`src/rtl/clk_div_prog.sv`:
```
// Programmable integer clock divider with glitch-free divisor reload at period boundaries.
// Define CLK_DIV_ODD50_EN to add a negedge stage that gives 50% duty for odd divisors.
module clk_div_prog #(
  parameter int unsigned WIDTH   = 24,
  parameter int unsigned DEF_DIV = 1000000
) (
  input  logic             clk,
  input  logic             rst,
  input  logic             en,
  input  logic [WIDTH-1:0] div_val,
  input  logic             div_load,
  output logic             div_busy,
  output logic [WIDTH-1:0] cur_div,
  output logic             clkout,
  output logic             tick
);

  localparam logic [WIDTH-1:0] DefDiv = WIDTH'(DEF_DIV);
  localparam logic [WIDTH-1:0] One    = WIDTH'(1);

  logic [WIDTH-1:0] cnt;
  logic [WIDTH-1:0] cnt_next;
  logic [WIDTH-1:0] pend;
  logic [WIDTH-1:0] div_eff;
  logic             clk_p;
  logic             wrap;
  logic             accept;
  logic             apply;
  logic             bypass;

  always_comb begin
    bypass   = (cur_div == One);
    wrap     = (cnt == cur_div - One);
    accept   = div_load && !div_busy && (div_val != '0);
    apply    = en && wrap && div_busy;
    // The level for the first cycle of a new period must use the incoming divisor.
    div_eff  = apply ? pend : cur_div;
    cnt_next = wrap ? '0 : cnt + One;
  end

  always_ff @(posedge clk) begin
    if (rst) begin
      cnt      <= '0;
      clk_p    <= 1'b0;
      tick     <= 1'b0;
      div_busy <= 1'b0;
      pend     <= '0;
      cur_div  <= DefDiv;
    end else begin
      tick <= en && wrap;
      if (en) begin
        cnt   <= cnt_next;
        clk_p <= (cnt_next >= (div_eff >> 1));
      end
      if (apply) begin
        cur_div  <= pend;
        div_busy <= 1'b0;
      end else if (accept) begin
        pend     <= div_val;
        div_busy <= 1'b1;
      end
    end
  end

`ifdef CLK_DIV_ODD50_EN
  logic clk_n;

  // Half-cycle delayed copy of clk_p; ANDing trims half a cycle off the high phase.
  always_ff @(negedge clk) begin
    if (rst) begin
      clk_n <= 1'b0;
    end else if (en) begin
      clk_n <= clk_p;
    end
  end

  assign clkout = bypass     ? (clk & en) :
                  cur_div[0] ? (clk_p & clk_n) : clk_p;
`else
  assign clkout = bypass ? (clk & en) : clk_p;
`endif

endmodule

```
`config.mk`:
```
export PLATFORM = sky130hd
export DESIGN_NAME = clk_div_prog
export DESIGN_NICKNAME = d
export VERILOG_FILES = /design/src/rtl/clk_div_prog.sv
export SDC_FILE = /design/constraint.sdc
export NUM_CORES = 1
export LEC_CHECK = 0
export BUFFER_PORTS_ARGS = -buffer_cell sky130_fd_sc_hd__buf_2
export CAP_MARGIN = 20
export CORE_MARGIN = 5
export CORE_UTILIZATION = 45
export CTS_CLUSTER_SIZE = 16
export DETAILED_ROUTE_END_ITERATION = 6
export GPL_TIMING_DRIVEN = 0
export HOLD_SLACK_MARGIN = 0.02
export PLACE_DENSITY = 0.73
export SLEW_MARGIN = 30
export SYNTH_ARGS = -nofsm -noshare
export SYNTH_HDL_FRONTEND = slang
export SYNTH_SLANG_ARGS = --single-unit
```
`constraint.sdc`:
```
create_clock -name clk -period 4.6 [get_ports clk]
set_clock_uncertainty 0.15 [all_clocks]
set_input_delay 0.92 -clock clk [delete_from_list [all_inputs] [get_ports clk]]
set_output_delay 0.92 -clock clk [all_outputs]
set_load 0.05 [all_outputs]
```
======== Yosys cells after proc, flatten, opt, wreduce, memory -nomap -nowiden ========
Index checks and enable logic that the tools add are counted.
cells by class
  $add $sub $neg .......................... 2
  reduce and logical (&&, ||, !) cells .... 8
  magnitude comparators ................... 1
  bitwise operators ....................... 2
  mux-type cells .......................... 3
  eq/ne operators ......................... 2
operators by type and width
  operator                                             count
  two-way mux 24 bit                                   2
  adder 24 x 1 -> 24 bit (second input constant)       1
  == test 24 x 1 -> 1 bit (second input constant)      1
  == test 24 bit                                       1
  >= comparator 24 x 23 -> 1 bit                       1
  nonzero test 24 bit                                  1
  subtractor 24 x 1 -> 24 bit (second input constant)  1
  logical AND 1 bit                                    4
  AND reduction 2 bit                                  1
  OR reduction 2 bit                                   1
  bitwise AND 1 bit                                    1
  logical NOT 1 bit                                    1
  two-way mux 1 bit                                    1
  NOT 1 bit                                            1
word-level totals
  output and inout port bits .............. 27
  register bits after elaboration ......... 75

======== Depth between registers and ports, before layout ========
  depth after elaboration ................. 6
  gate-level depth with buffers ........... 21
  depth with buffers taken out ............ 17

==> results_dict.tcl <==
set metrics [dict create \
    run_status "finished with violations" \
    violations "setup timing" \
    cp_max_fo 7 \
    antenna_left 0 \
    synthArstFlopShare_pct 0 \
    crit_chain "buf_4 -> or2_2 -> or4_4 -> buf_6 -> nor3_4 -> a31oi_2 -> or4_1 -> buf_6 -> buf_4 -> o41ai_1 -> and2_1 -> ha_1 -> o21ai_0 -> o21bai_1 -> a41oi_2 -> a31oi_1 -> o41ai_2 -> o211ai_1" \
    drtPass1Iterations 6 \
    fp.dieArea_um2 14100 \
    synthDistinctLibCells 61 \
    syn_avg_cell_area_um2 8.35 \
    yosysMostFrequentCell "nor2_1" \
    grt_max_degree 14 \
    yosysSeqAreaShare_pct 28.1 \
    grt_pass1_wl_mm 25.4 \
    viasPerCell 5.87 \
    wire_per_inst_um 18.5 \
    syn_nets 693 \
    nets 778 \
    grt.total_usage_pct 22.6 \
    cp-start-kind "register" \
    worstSetupPathType "register to register" \
    hp-class "register to register" \
    num-fill-cells 1020 \
    final_layout_size_suffix_gt1_share_pct 24.6 \
    worst_path_max_delay_cell "o41ai_1" \
    ys_top_cells_by_count "86 x nor2_1, 75 x dfxtp_1, 44 x nand2_1, 42 x mux2i_1, 39 x xor2_1" \
    synth_edf_count 0 \
    syn_inst 639 \
    initial_core_util_pct 46.3 \
    die_h_um 119 \
    final.min_clock_period_ps 4940 \
    synth_ff_type "dfxtp_1" \
    clkTransAtPathRegs_ps 60 \
    postLayoutCoreUtil_pct 57.2 \
    worst_pin_slew_ps 1040 \
    synth_warnings 0 \
    cts_tree "built" \
    die_w_um 119 \
    drc 0 \
    yosysTopAreaCellShare_pct 28.1 \
    vdd_drop_max_mv 0.251 \
    hold_viol_final 0 \
    rsz0062_at_grt "yes" \
    place.gp.congestion 0.903 \
    routed_wirelength_mm 16.2 \
    synth.largest_area_cell "dfxtp_1" \
    antenna_found_initial 0 \
    initialDrtViolationCount 367 \
    syn2layout_area_growth_pct 23.5 \
    synth_area_leaders "dfxtp_1 28%, mux2i_1 7.9%, xor2_1 6.4%, ha_1 6.1%, nor2_1 6.0%" \
    max_slew_margin_pct 30.0 \
    p_leak_nw 2.71 \
    vias 5118 \
    slew_viol_final 0 \
    first_global_vias 5003 \
    antennaDiodeCount 0 \
    clock_latency_ps 450 \
    hpwl_mm 12.0 \
    grt-ovfl-total 0 \
    ios 55 \
    layout_setup_ws_ps -338 \
    slowest_delay_ps 550 \
    fp-row-count 39 \
    place_ws_ps -935 \
    p_per_area_nw_per_um2 255 \
    setup_violations 1 \
    worstPathArrival_ps 5110 \
    final.period_utilization_pct 107 \
    coreArea_um2 11500 \
    ys_ff_latch 75 \
    cp.required_ps 4770 \
    io_buffers 52 \
    worstSetupEndpointType "register" \
    max_freq_ghz 0.202 \
    hold_buffers 0 \
    cap_violations 0 \
    netlist_area_um2 5340 \
]
-- repair_timing --
item / in CTS / in global routing
setup endpoints to repair: 1 / 1
setup buffers: 17 / 7
resized for setup: 47 / 10
pin swaps: 14 / 12
-- kinds of logic (layout without fill, tap and decap cells) --
kind of cell,after synthesis,after routing,share of synthesized area (%)
AOI/OAI and AO/OA,88,88,13.5
xor gates and xnor gates,75,75,12.3
adders and majority gates,26,26,6.09
buffers and inverters,61,151,5.27
DFF,75,75,28.1
muxes,42,42,7.88
and+or+nand+nor,272,272,26.9
-- worst max-delay path, delay by kind of cell, from the launching register on --
family	cells	cell delay (ps)
fa+ha+maj	1	220
simple gates	5	1760
compound gates	8	1680
buf+inv	4	630
flops	1	350
-- state kept, by name, indices dropped and copies added (netlist names) --
name and cells:
pend 24, clk_p 1, tick 1, cur_div 24
cnt 24, div_busy 1
-- metal layers --
layer / part of all wire [%] / vias up / global-route usage [%]
met5: 0 / - / 0
met2: 48 / 209 / 38.2
met3: 5.8 / 63 / 4.17
met4: 4.7 / 0 / 12.2
met1: 42 / 2393 / 27.3
li1: - / 2453 / -
-- where the power goes --
part / internal (mW) / total [mW] / switching [mW]
clock: 0.600 / 0.901 / 0.300
sequential: 0.665 / 0.679 / 0.0139
combinational: 0.0410 / 0.103 / 0.0615
total: 1.31 / 1.68 / 0.376
-- area by class of cell --
type / count / area, um^2 / share of cell area [%]
well taps: 143 / 179 / 2.71
repair buffers: 75 / 435 / 6.61
plain buffers: 47 / 295 / 4.48
clock inverters: 5 / 77.6 / 1.18
multi-input cells: 503 / 3730 / 56.5
inverters: 9 / 36.3 / 0.550
clock buffers: 15 / 323 / 4.90
flip-flops and latches: 75 / 1520 / 23.0
-- final timing paths --
| path | from | end | slack [ps] | cells after the start |
|---|---|---|---|---|
| hold / removal | pend[0]$_SDFFE_PP0P_ | cur_div[0]$_SDFFE_PP0N_ | 300 | 2 |
| hold reg to reg | pend[0]$_SDFFE_PP0P_ | cur_div[0]$_SDFFE_PP0N_ | 300 | 2 |
| setup / recovery | cur_div[0]$_SDFFE_PP0N_ | clk_p$_SDFFE_PP0P_ | -340 | 18 |
| setup reg to reg | cur_div[0]$_SDFFE_PP0N_ | clk_p$_SDFFE_PP0P_ | -340 | 18 |
-- through the flow --
step                TNS (ps)  instances  hold slack, ps  total power, mW  cell area (um^2)
global route            -424        872             323             1.73              6590
floorplan               -328        639             274            0.758              5380
detailed placement      -935        834             293            0.797              5820
global placement        -886        834             290            0.792              5820
finish                  -338        872             299             1.68              6590
CTS                     -391        865             303             1.69              6510
-- cells in the final DEF (no fill, tap or decap), drive strengths merged, types with 5 or more instances in the layout --
cell / n
nor2: 96
buf: 94
dfxtp: 75
nand2: 44
clkbuf: 43
mux2i: 42
xor2: 39
xnor2: 36
nand4: 28
ha: 26
a21oi: 22
o41ai: 20
and2: 15
o21ai: 15
nor4: 14
nor3: 12
and3: 11
or3: 11
nand3: 10
inv: 9
or4: 7
nor2b: 6
a211oi: 5
No activity file was read; power rests on OpenSTA's default activity.
